### src/rtl/intersection_phase_scheduler.sv
// Round-robin green-phase scheduler for an N-approach signalized intersection.
// Optional emergency preemption is compiled in with `define PREEMPT_EN.
module intersection_phase_scheduler #(
  parameter int NUM_APPR  = 4,
  parameter int TW        = 8,
  parameter int MIN_GREEN = 5,
  parameter int MAX_GREEN = 20,
  parameter int YELLOW_T  = 2,
  parameter int ALLRED_T  = 3
) (
  input  logic                        clk,
  input  logic                        reset,
  input  logic [NUM_APPR-1:0]         req,
  output logic [2*NUM_APPR-1:0]       lights,
  output logic [$clog2(NUM_APPR)-1:0] grant_idx,
  output logic                        phase_start
`ifdef PREEMPT_EN
  ,
  input  logic                        preempt,
  input  logic [$clog2(NUM_APPR)-1:0] preempt_idx
`endif
);

  // state   | meaning
  // ALLRED  | every head red; arbitrates once clearance has elapsed
  // GREEN   | head cur green; ends on gap-out (>= MIN_GREEN) or max-out
  // YELLOW  | head cur yellow for YELLOW_T cycles
  typedef enum logic [1:0] {S_ALLRED, S_GREEN, S_YELLOW} state_t;

  localparam int IW = $clog2(NUM_APPR);
  localparam logic [TW-1:0] ALLRED_LAST = TW'(ALLRED_T - 1);
  localparam logic [TW-1:0] YELLOW_LAST = TW'(YELLOW_T - 1);
  localparam logic [TW:0]   MIN_N       = (TW+1)'(MIN_GREEN);
  localparam logic [TW:0]   MAX_N       = (TW+1)'(MAX_GREEN);

  state_t                state_q, state_d;
  logic [TW-1:0]         cnt_q;
  logic [TW:0]           n;
  logic [IW-1:0]         cur_q, cur_d, win, sel;
  logic                  found, other_req, go_yellow, ps_d;
  logic [NUM_APPR-1:0]   cur_onehot;
  logic [2*NUM_APPR-1:0] lights_d;
  logic [1:0]            head_d;

  assign n          = {1'b0, cnt_q} + (TW+1)'(1);
  assign cur_onehot = NUM_APPR'(1) << cur_q;
  assign other_req  = |(req & ~cur_onehot);

  // Search cur+1, cur+2, ... wrapping; cur itself is visited last.
  always_comb begin
    found = 1'b0;
    win   = cur_q;
    sel   = cur_q;
    for (int k = 1; k <= NUM_APPR; k++) begin
      sel = IW'((int'(cur_q) + k) % NUM_APPR);
      if (!found && req[sel]) begin
        found = 1'b1;
        win   = sel;
      end
    end
`ifdef PREEMPT_EN
    if (preempt && (int'(preempt_idx) < NUM_APPR)) begin
      found = 1'b1;
      win   = preempt_idx;
    end
`endif
  end

  always_comb begin
    state_d   = state_q;
    cur_d     = cur_q;
    go_yellow = ((n >= MIN_N) && !req[cur_q]) || ((n >= MAX_N) && other_req);
`ifdef PREEMPT_EN
    if (preempt) go_yellow = (preempt_idx != cur_q);
`endif
    case (state_q)
      S_ALLRED: begin
        if ((cnt_q >= ALLRED_LAST) && found) begin
          state_d = S_GREEN;
          cur_d   = win;
        end
      end
      S_GREEN: begin
        if (go_yellow) state_d = S_YELLOW;
      end
      S_YELLOW: begin
        if (cnt_q >= YELLOW_LAST) state_d = S_ALLRED;
      end
      default: state_d = S_ALLRED;
    endcase
  end

  // Outputs are decoded from the next state so they register on the same edge.
  always_comb begin
    lights_d = '0;
    head_d   = 2'd0;
    if (state_d == S_GREEN)  head_d = 2'd2;
    if (state_d == S_YELLOW) head_d = 2'd1;
    for (int i = 0; i < NUM_APPR; i++) begin
      if (cur_d == IW'(i)) lights_d[2*i +: 2] = head_d;
    end
    ps_d = (state_q != S_GREEN) && (state_d == S_GREEN);
  end

  always_ff @(posedge clk) begin
    if (reset) begin
      state_q     <= S_ALLRED;
      cnt_q       <= '0;
      cur_q       <= IW'(NUM_APPR - 1);
      lights      <= '0;
      grant_idx   <= IW'(NUM_APPR - 1);
      phase_start <= 1'b0;
    end else begin
      state_q <= state_d;
      cur_q   <= cur_d;
      if (state_d != state_q) cnt_q <= '0;
      else if (cnt_q != '1)   cnt_q <= cnt_q + TW'(1);
      lights      <= lights_d;
      grant_idx   <= cur_d;
      phase_start <= ps_d;
    end
  end

endmodule

### config.mk
export PLATFORM = sky130hd
export DESIGN_NAME = intersection_phase_scheduler
export DESIGN_NICKNAME = d
export VERILOG_FILES = /design/src/rtl/intersection_phase_scheduler.sv
export SDC_FILE = /design/constraint.sdc
export NUM_CORES = 1
export LEC_CHECK = 0
export BUFFER_PORTS_ARGS = -buffer_cell sky130_fd_sc_hd__buf_2
export CAP_MARGIN = 20
export CORE_UTILIZATION = 38
export DETAILED_ROUTE_END_ITERATION = 6
export PLACE_DENSITY_LB_ADDON = 0.05
export SETUP_SLACK_MARGIN = 0.15
export SLEW_MARGIN = 10
export SYNTH_ARGS = -nofsm -noshare
export SYNTH_HDL_FRONTEND = slang
export SYNTH_SLANG_ARGS = --single-unit
export TNS_END_PERCENT = 100
### constraint.sdc
create_clock -name clk -period 3.75 [get_ports clk]
set_clock_uncertainty 0.1 [all_clocks]
set_input_delay 0.75 -clock clk [delete_from_list [all_inputs] [get_ports clk]]
set_output_delay 0.75 -clock clk [all_outputs]
set_load 0.02 [all_outputs]
* Yosys cells after proc, flatten, opt, wreduce, memory -nomap -nowiden *
Index checks and enable logic that the tools add are counted.

word-level totals
  bits in registers = 21
  bits of input ports = 6
  output and inout port bits = 11
  logic and storage cells = 86

cells by class
  $add $sub $neg = 6
  magnitude comparators = 9
  equality and inequality tests = 10
  shift-type cells = 1
  mux-type cells = 26
  bitwise logic cells = 6
  reductions and logical operators = 20

operator list
  operator               count
  $mux W2                11
  $lt A2 B3 Y1 const B   5
  $bmux W1 S2            5
  $reduce_or A2 Y1       5
  $add A8 B1 Y9 const B  1
  $ge A9 B3 Y1 const B   1
  $ge A9 B5 Y1 const B   1
  $mux W1                9
  $add A8 B1 Y8 const B  1
  $eq A2 B2 Y1 const B   4
  $ge A8 B1 Y1 const B   1
  $ge A8 B2 Y1 const B   1
  $ne A8 B8 Y1 const B   1
  $logic_and A1 B1 Y1    7
  $eq A2 B1 Y1 const B   3
  $pmux W2 S3            1
  $add A2 B1 Y2 const B  2
  $add A2 B2 Y2 const B  2
  $and A4 B4 Y4          1
  $logic_not A1 Y1       4
  $logic_not A2 Y1       2
  $not A1 Y1             4
  $not A4 Y4             1
  $reduce_or A4 Y1       1
  4 further kinds        4

* Longest topological paths before layout *
Gate-level depths: netlist of the first run.

  word-level depth = 19
  gate-level depth with buffers = 10

* Least setup slack after synthesis of the first run *
OpenSTA, ideal clock, no wires.

  kind = register -> register
  from = reg cur_q[0]
  to = reg cur_q[1]
  library setup time = 0.120 ns
  arrival time = 3.023 ns
  slack = 0.507 ns
  cell stages (with the launch flop) = 10
  buffers on the path = 2
  cells stage by stage = dfxtp_1 buf_6 clkbuf_1 inv_1 ha_1 mux4_2 or3_4 and2_4 o41a_1 a211o_1

on the way
  longest elaborated chain between the ends = 16

ends and longest elaborated chain
  item                           RTL line  text
  from (decl)                    39        logic [IW-1:0] cur_q, cur_d, win, sel;
  from (signal assigned)         109       cur_q <= IW'(NUM_APPR - 1);
  from (signal assigned)         115       cur_q <= cur_d;
  $add A2 B1 Y2                  55        sel = IW'((int'(cur_q) + k) % NUM_APPR);
  $bmux W1 S2                    56        if (!found && req[sel]) begin
  $mux W1 (implied by the code)  56
  $mux W1                        56
  $logic_not A1 Y1               56
  $logic_and A1 B1 Y1            56
  $mux W1                        56
  $logic_not A1 Y1               56
  $logic_and A1 B1 Y1            56
  $mux W1                        56
  $logic_not A1 Y1               56
  $logic_and A1 B1 Y1            56
  $mux W1                        56
  $logic_and A1 B1 Y1            78        if ((cnt_q >= ALLRED_LAST) && found) begin
  $mux W2 *                      78
  $mux W2 *                      76        case (state_q)

Every way passes the cells marked *; elsewhere a longest branch is shown, timed or not. The select of a mux whose other input is x is not followed.
A chain may end at the register's enable or synchronous reset.

* Worst setup path after layout of the first run *
  from = reg cur_q[1]
  to = reg cur_q[1]

on the way
  longest elaborated chain between the ends = 16

ends and longest elaborated chain
  item                           RTL line
  $add A2 B1 Y2                  55
  $bmux W1 S2                    56
  $mux W1 (implied by the code)  56
  $mux W1                        56
  $logic_not A1 Y1               56
  $logic_and A1 B1 Y1            56
  $mux W1                        56
  $logic_not A1 Y1               56
  $logic_and A1 B1 Y1            56
  $mux W1                        56
  $logic_not A1 Y1               56
  $logic_and A1 B1 Y1            56
  $mux W1                        56
  $logic_and A1 B1 Y1            78
  $mux W2                        78
  $mux W2 *                      76

Marked as above.

==> flow_metrics.env, run 1 <==
export IMPL_drc=0
export IMPL_setup_violations_final=0
export IMPL_avgSynthCellArea_um2=8.85
export IMPL_layout_cells_non_filler=211
export IMPL_final_hold_viol_count=0
export IMPL_cts_max_path_buffers=2
export IMPL_worstHoldPathType="flop to flop"
export IMPL_ant_nets=0
export IMPL_core_um2=3150
export IMPL_post_cts_setup_buffers=0
export IMPL_io_pins=17
export IMPL_rrSetupSlack_ns=0.76
export IMPL_crit_family="simple AND/OR/NAND/NOR gates"
export IMPL_ir_worst_vdd_uv=277
export IMPL_status="completed"
export IMPL_via_per_inst=5.36
export IMPL_n_antenna_cell=0
export IMPL_tightest_slew_ns=0.431
export IMPL_slew_headroom=0.705
export IMPL_fp_row_count=20
export IMPL_period_share=0.797
export IMPL_synth_simple_area_share=0.250
export IMPL_dp_hpwl_mm=2.06
export IMPL_yosysSeqAreaShare=0.321
export IMPL_path_clk_slew_ns=0.12
export IMPL_grt_usage=0.165
export IMPL_ys_ff_latch=21
export IMPL_critPathCaptureType="flop"
export IMPL_dieArea_um2=3690
export IMPL_crit_required_ns=3.86
export IMPL_crit_chain="inv_1, ha_1, mux4_2, or3_4, and2_4, o41a_1, a211o_1"
export IMPL_synthCells=148
export IMPL_rsz0062_at_grt="no"
export IMPL_grt_pass1_vias=1022
export IMPL_power_leakage_nw=0.647
export IMPL_cp_arrival_ns=3.10
export IMPL_synth_common_cells="nor2_1 (24), dfxtp_1 (21), nand2_1 (11)"
export IMPL_async_reset_ff_frac=0
export IMPL_synth_compound_area_frac=0.183
export IMPL_clock_latency_ns=0.30
export IMPL_die_width_um=60.7
export IMPL_antenna_found_initial=0
export IMPL_nNetsFinal=183
export IMPL_cts_tree="done"
export IMPL_synth_most_common_cell="nor2_1"
export IMPL_crit_fanout=12
export IMPL_slew_violations=0
export IMPL_syn2layout_area_growth_pct=12.1
export IMPL_cts_hold_buf=0
export IMPL_yosysTopAreaCell="dfxtp_1"
export IMPL_syn_num_nets=163
export IMPL_cp_start_kind="flop"
export IMPL_netlist_area_leader_share=0.321
export IMPL_ctsResizeCount=0
export IMPL_p_total_w=0.000969
export IMPL_cts_root_buffer="clkbuf_4"
export IMPL_synth_area_um2=1310
export IMPL_utilization=0.466
export IMPL_synth_mux_area_frac=0.0917
export IMPL_yosys_warnings=0
export IMPL_path_buf_inv=1
export IMPL_critPathKind="flop to flop"
export IMPL_cts_buffers=3
export IMPL_start_util=0.415
export IMPL_cp_slowest_cell="mux4_2"
export IMPL_synth_cell_types=44
export IMPL_netlist_top_cells_area="dfxtp_1 (32%), ha_1 (8.6%), mux4_2 (6.9%)"
export IMPL_max_freq_mhz=335
export IMPL_via_count=1132
export IMPL_synth_adder_area_share=0.0860
export IMPL_grt_max_degree=18
export IMPL_wl_per_cell_um=12.7
export IMPL_synth_edf_count=0
export IMPL_drive_above_1_share=0.222
export IMPL_overflow=0
export IMPL_routed_wl_mm=2.68
export IMPL_io_buffers=16
export IMPL_drt_iter0_markers=58
export IMPL_slowest_delay_ns=0.61
export IMPL_synth_main_ff_cell="dfxtp_1"
export IMPL_cts_htree_levels=1
export IMPL_firstDrtPassIters=4
export IMPL_clock_sinks=21
export IMPL_dp_cells=207
export IMPL_grt_pass1_wl_mm=4.54
export IMPL_synth_top_family_by_area="simple AND/OR/NAND/NOR gates"
export IMPL_die_h_um=60.7
export IMPL_finalSetupTns_ns=0
export IMPL_min_period_ns=2.99
export IMPL_drv_cap=0
export IMPL_synth_xor_area_frac=0.0334
export IMPL_power_density_nw_per_um2=660
export IMPL_fillers=335
export IMPL_finalWeightedCongestion=0.796
-- where the power goes --
group          switching [W]  leakage [nW]  internal, W
Combinational       0.000326         0.459     0.000238
Sequential         0.0000358         0.171     0.000261
Clock              0.0000690        0.0177    0.0000398
-- cell families after synthesis --
kind of cell               after synthesis
xor gates and xnor gates                 5
muxes                                    7
DFF                                     21
adders and majority gates                9
and+or+nand+nor                         64
buffers and inverters                   10
AOI/OAI and AO/OA                       32
-- registers in the layout, summed over array words and instances, names as in the netlist --
register and cells:
cnt_q 8, lights 8, cur_q 2, phase_start 1, state_q 2
-- through the flow --
| step | instance area [um^2] | setup WS (ns) | hold WS [ns] |
|---|---|---|---|
| 2_1_floorplan | 1310 | 0.507 | 0.420 |
| 3_3_place_gp | 1440 | 0.851 | 0.440 |
| 3_5_place_dp | 1440 | 0.772 | 0.450 |
| 4_1_cts | 1470 | 0.756 | 0.467 |
| 5_1_grt | 1470 | 0.551 | 0.485 |
| 6_report | 1470 | 0.762 | 0.463 |
-- routing by layer --
| layer | up-vias | routed length, um | global-route usage |
|---|---|---|---|
| met5 | - | 0 | 0 |
| met4 | 0 | 10 | 0.0292 |
| met3 | 2 | 78 | 0.0384 |
| met2 | 20 | 1340 | 0.297 |
| met1 | 535 | 1250 | 0.203 |
| li1 | 575 | - | - |
-- final timing paths --
kind / startpoint / end / depth (start not counted)
setup / recovery: cur_q[1] / cur_q[1] / 7
hold / removal: cnt_q[7] / cnt_q[7] / 2
setup reg to reg: cur_q[1] / cur_q[1] / 7
hold reg to reg: cnt_q[7] / cnt_q[7] / 2
-- final cells by class --
class / count / area [um^2] / area share
well taps: 44 / 55.1 / 0.0375
clock inverters: 1 / 5.00 / 0.00341
multi-input cells: 117 / 845 / 0.575
flip-flops and latches: 21 / 420 / 0.286
clock buffers: 3 / 22.5 / 0.0153
inverters: 7 / 26.3 / 0.0179
repair buffers: 18 / 95.1 / 0.0647
-- worst register-to-register path, delay by kind of cell (launching register included) --
family          cells  cell delay (ns)
fa+ha+maj           1             0.42
simple gates        2             0.62
compound gates      2             0.39
mux                 1             0.61
flops               1             0.58
buf+inv             1             0.18
-- layout by cell type, fill, tap and decap left out, drive strengths merged, types with 2 or more instances in the layout --
cell type  count
o211ai         2
xnor2          3
a22oi          2
and2           2
mux4           4
buf           18
dfxtp         21
o21ai          6
a21oi          9
nor4           3
clkbuf         3
or2            2
nand2b         3
inv            7
nor2          24
nor2b          3
xor2           2
or4            2
o41a           2
and3           2
nand2         11
mux2i          3
a211o          2
ha             9
nor3           3
o221ai         2
nand3          5
(Power assumes the default switching activity.)
==> run 2, diff against run 1 <==
- ABC_AREA: unset -> 1
- clock period: 3.75 -> 2.87 ns (I/O delays scaled with it)
==> flow_metrics.env, run 2 <==
export IMPL_fp_row_count=21
export IMPL_syn2layout_area_growth_pct=11.8
export IMPL_r2r_end="lights[2]"
export IMPL_async_reset_ff_frac=0
export IMPL_worstHoldPathType="input pin to flop"
export IMPL_crit_required_ns=3.02
export IMPL_ys_ff_latch=21
export IMPL_synth_area_um2=1380
export IMPL_firstDrtPassIters=4
export IMPL_ctsResizeCount=0
export IMPL_whs_ns=0.428
export IMPL_tightest_slew_ns=0.349
export IMPL_clock_latency_ns=0.30
export IMPL_n_antenna_cell=0
export IMPL_seqCellArea_um2=420
export IMPL_ir_worst_vdd_uv=555
export IMPL_reg2reg_from="cur_q[1]"
export IMPL_drt_iter0_markers=32
export IMPL_io_buffers=16
export IMPL_largest_registers="cnt_q (8), lights (8)"
export IMPL_syn_num_nets=221
export IMPL_grt_usage=0.153
export IMPL_synth_cell_types=27
export IMPL_drv_cap=0
export IMPL_nNetsFinal=241
export IMPL_p_total_w=0.00143
export IMPL_cts_root_buffer="clkbuf_4"
export IMPL_finalSetupTns_ns=0
export IMPL_period_share=0.797
export IMPL_critPathKind="flop to flop"
export IMPL_synth_edf_count=0
export IMPL_yosysTopAreaCell="dfxtp_1"
export IMPL_post_cts_setup_buffers=0
export IMPL_synth_common_cells="nand2_1 (56), nor2_1 (29), inv_1 (25)"
export IMPL_cp_start_kind="flop"
export IMPL_ant_nets=0
export IMPL_crit_fanout=11
export IMPL_power_density_nw_per_um2=927
export IMPL_die_width_um=62.3
export IMPL_min_delay_start="reset"
export IMPL_slew_headroom=0.767
export IMPL_yosysSeqAreaShare=0.304
export IMPL_routed_wl_mm=2.71
export IMPL_holdPathEnd="phase_start"
export IMPL_finalWeightedCongestion=0.878
export IMPL_via_count=1243
export IMPL_grt_pass1_wl_mm=4.89
export IMPL_cts_hold_buf=0
export IMPL_core_um2=3420
export IMPL_cts_buffers=3
export IMPL_antenna_found_initial=0
export IMPL_start_util=0.404
export IMPL_dp_hpwl_mm=2.24
export IMPL_final_cell_mix="nand2_1 (56), nor2_1 (29), inv_1 (25)"
export IMPL_path_clk_slew_ns=0.11
export IMPL_yosys_warnings=0
export IMPL_dieArea_um2=3880
export IMPL_setup_violations_final=0
export IMPL_r2r_cells=12
export IMPL_synth_main_ff_cell="dfxtp_1"
export IMPL_slew_violations=0
export IMPL_synthCells=206
export IMPL_wl_per_cell_um=10.0
export IMPL_drc=0
export IMPL_cts_tree="done"
export IMPL_grt_max_degree=13
export IMPL_critPathCaptureType="flop"
export IMPL_drive_above_1_share=0.227
export IMPL_die_h_um=62.3
export IMPL_avgSynthCellArea_um2=6.71
export IMPL_rrSetupSlack_ns=0.58
export IMPL_final_common_cell="nand2_1"
export IMPL_power_leakage_nw=0.764
export IMPL_synth_most_common_cell="nand2_1"
export IMPL_worstHoldPathCells=2
export IMPL_grt_pass1_vias=1232
export IMPL_via_per_inst=4.59
export IMPL_clock_sinks=21
export IMPL_io_pins=17
export IMPL_overflow=0
export IMPL_min_period_ns=2.29
export IMPL_post_place_ws_ns=0.610
export IMPL_netlist_area_leader_share=0.304
export IMPL_multi_input_area_um2=846
export IMPL_cts_htree_levels=1
export IMPL_final_hold_viol_count=0
export IMPL_fillers=374
export IMPL_cts_max_path_buffers=2
export IMPL_cp_arrival_ns=2.44
export IMPL_setup_ws_ns=0.582
export IMPL_netlist_top_cells_area="dfxtp_1 (30%), nand2_1 (15%), ha_1 (8.2%)"
export IMPL_status="completed"
export IMPL_max_freq_mhz=437
export IMPL_rsz0062_at_grt="no"
## run 2: cell count changes after synthesis, sizes merged, moves of 3 or more
cell and delta:
a21oi -4, inv +21, mux2i -3, mux4 -4, nand2 +61, nand2b -3
nand3 +12, nand4 +4, nor2 +8, nor2b -3, nor4 -3, xnor2 -3
## run 2: area by class of cell
class                   count  share of cell area
clock buffers               3              0.0146
clock inverters             1             0.00324
inverters                  28              0.0681
multi-input cells         155               0.548
flip-flops and latches     21               0.272
well taps                  46              0.0373
repair buffers             17              0.0567
## run 2: worst max-delay path by stage
stage                         from         to  cells after the start
after global routing      cur_q[1]  lights[2]                     12
after floorplan           cur_q[1]  lights[4]                     13
after global placement    cur_q[1]  lights[4]                     12
final                     cur_q[1]  lights[2]                     12
after CTS                 cur_q[1]  lights[2]                     12
after detailed placement  cur_q[1]  lights[4]                     12
## run 2: worst max-delay path, cell delays in order, from the launching register on
cell and delay (ns):
dfxtp_1 0.55, inv_1 0.18, ha_1 0.38, inv_1 0.10, nand3_1 0.10, nand2_1 0.11, o21ai_1 0.19, nand3_1 0.09
nand2_1 0.08, nand2_2 0.08, nor2_2 0.10, nand2_1 0.08, nor2_1 0.09
## run 2: cells by family (layout without fill, tap and decap cells)
| family | after synthesis | count (layout) | synth area share |
|---|---|---|---|
| xor gates and xnor gates | 2 | 2 | 0.0127 |
| buffers and inverters | 30 | 49 | 0.0833 |
| and+or+nand+nor | 130 | 130 | 0.446 |
| adders and majority gates | 9 | 9 | 0.0815 |
| DFF | 21 | 21 | 0.304 |
| AOI/OAI and AO/OA | 14 | 14 | 0.0725 |
## run 2: metrics by stage
step | util | area (um^2) | std cells
after floorplan | - | 1380 | 206
after global placement | 0.444 | 1520 | 267
after detailed placement | 0.444 | 1520 | 267
after CTS | 0.452 | 1540 | 271
after global routing | 0.452 | 1540 | 271
final | 0.452 | 1540 | 271
## run 2: where the power goes
part           total (W)  leakage (nW)  internal (W)  switching [W]
Clock           0.000141        0.0177     0.0000519      0.0000888
Sequential      0.000395         0.170      0.000344      0.0000513
Combinational   0.000895         0.576      0.000301       0.000594
## run 2: per-layer routing
metal,global-route usage,routed length (um),vias to the layer above
met5,0,0,-
met4,0.0262,18,0
met3,0.0331,53,2
met2,0.294,1370,9
met1,0.172,1270,557
li1,-,-,675
==> run 3, diff against run 2 <==
- clock period: 2.87 -> 1.85 ns (I/O delays scaled with it)
==> flow_metrics.env, run 3 (synthesis results as in run 2) <==
export IMPL_drc=0
export IMPL_cts_root_buffer="clkbuf_4"
export IMPL_grt_max_degree=13
export IMPL_crit_fanout=8
export IMPL_highest_layer="met4"
export IMPL_io_pins=17
export IMPL_cp_start_kind="flop"
export IMPL_met1_length_mm=1.30
export IMPL_antenna_found_initial=0
export IMPL_cts_htree_levels=1
export IMPL_met2_length_mm=1.64
export IMPL_r2r_cells=12
export IMPL_clock_latency_ns=0.30
export IMPL_reg2reg_from="cur_q[0]"
export IMPL_ir_worst_vdd_uv=800
export IMPL_die_h_um=62.3
export IMPL_finalSetupTns_ns=0
export IMPL_worstHoldPathType="input pin to flop"
export IMPL_min_delay_start="reset"
export IMPL_die_width_um=62.3
export IMPL_grt_pass1_vias=1320
export IMPL_rrSetupSlack_ns=0.04
export IMPL_holdPathEnd="phase_start"
export IMPL_layout_cells_non_filler=287
export IMPL_period_share=0.979
export IMPL_power_leakage_nw=0.893
export IMPL_core_um2=3420
export IMPL_via_per_inst=4.61
export IMPL_setup_ws_ns=0.0390
export IMPL_nNetsFinal=257
export IMPL_dp_hpwl_mm=2.37
export IMPL_final_common_cell="nand2_1"
export IMPL_via_count=1324
export IMPL_wl_per_cell_um=10.6
export IMPL_finalInstanceArea_um2=1930
export IMPL_syn2layout_area_growth_pct=40.0
export IMPL_dp_cells=273
export IMPL_grt_usage=0.170
export IMPL_fp_row_count=21
export IMPL_critPathCaptureType="flop"
export IMPL_cts_tree="done"
export IMPL_slew_violations=0
export IMPL_cts_max_path_buffers=2
export IMPL_wl_met3_um=79
export IMPL_finalWeightedCongestion=0.802
export IMPL_start_util=0.404
export IMPL_worstHoldPathCells=2
export IMPL_drv_cap=0
export IMPL_setup_violations_final=0
export IMPL_drive_above_1_share=0.477
export IMPL_routed_wl_mm=3.05
export IMPL_n_antenna_cell=0
export IMPL_post_place_ws_ns=-0.0328
export IMPL_final_hold_viol_count=0
export IMPL_clock_sinks=21
export IMPL_final_cell_mix="nand2_1 (44), nor2_1 (23), nand2_2 (21)"
export IMPL_r2r_end="cnt_q[2]"
export IMPL_critPathKind="flop to flop"
export IMPL_min_period_ns=1.81
export IMPL_largest_registers="cnt_q (8), lights (8)"
export IMPL_drt_iter0_markers=27
export IMPL_max_freq_mhz=552
export IMPL_overflow=0
export IMPL_power_density_nw_per_um2=1510
export IMPL_tightest_slew_ns=0.425
export IMPL_grt_pass1_wl_mm=5.38
export IMPL_ant_nets=0
export IMPL_crit_required_ns=1.99
export IMPL_cts_hold_buf=0
export IMPL_cts_buffers=3
export IMPL_whs_ns=0.230
export IMPL_rsz0062_at_grt="yes"
export IMPL_path_clk_slew_ns=0.11
export IMPL_firstDrtPassIters=4
export IMPL_io_buffers=16
export IMPL_slew_headroom=0.716
export IMPL_cp_arrival_ns=1.95
export IMPL_status="completed"
export IMPL_place_area_um2=1640
export IMPL_dieArea_um2=3880
run 3: cell count changes in the layout (fill, tap and decap cells not counted), moves of 4 or more:
cell and change:
buf_4 +13, nand2_1 -12, nand2_2 +8, nand3_1 -8
nand3_2 +7, inv_1 -6, nor2_1 -6, dfxtp_1 -5
ha_1 -5, dfxtp_4 +4, nor2_2 +4, o21ai_0 -4
run 3: final cells by class:
class / instances / area, um^2
Inverter: 28 / 125
Tap cell: 46 / 57.6
Fill cell: 345 / 1480
Sequential cell: 21 / 437
Clock buffer: 3 / 22.5
Timing Repair Buffer: 33 / 228
Multi-Input combinational cell: 155 / 1060
Clock inverter: 1 / 5.00
run 3: worst max path at each step:
stage | slack (ns) | to | startpoint
finish | 0.04 | cnt_q[2] | cur_q[0]
global route | -0.06 | cnt_q[2] | cur_q[0]
CTS | 0.03 | lights[6] | cnt_q[1]
detailed placement | -0.03 | lights[6] | cur_q[0]
global placement | -0.04 | lights[0] | cur_q[0]
floorplan | 0.08 | lights[2] | cur_q[1]
run 3: repair_timing:
item,in CTS,in global routing
buffers inserted,8,2
setup endpoints to repair,19,20
endpoints found under the hold margin,0,0
pin swaps,22,14
resized for setup,18,34
gates cloned,0,0
run 3: through the flow:
step / utilization / power, W
after CTS: 0.526 / 0.00281
final: 0.566 / 0.00293
after global routing: 0.566 / 0.00319
after global placement: 0.479 / 0.00225
after detailed placement: 0.479 / 0.00228
after floorplan: - / 0.00192
run 3: report_power, final:
group          switching (W)  internal, W
registers          0.0000993     0.000558
clock network       0.000135    0.0000806
logic                0.00120     0.000852
total                0.00144      0.00149
run 3: routing by layer:
layer / track usage / vias to the layer above
li1: - / 711
met1: 0.189 / 598
met2: 0.327 / 11
met3: 0.0349 / 4
met4: 0.0378 / 0
met5: 0 / -
run 3: worst max-delay path, stage by stage (launching register included):
cell and delay (ns):
dfxtp_4 0.42, inv_6 0.06, ha_4 0.31, inv_4 0.05
nand2_4 0.08, nand2_4 0.06, nor2_4 0.11, nand3_2 0.08
nand2_2 0.09, nand2_2 0.06, nor2_4 0.13, nand2_8 0.10
a21oi_4 0.12
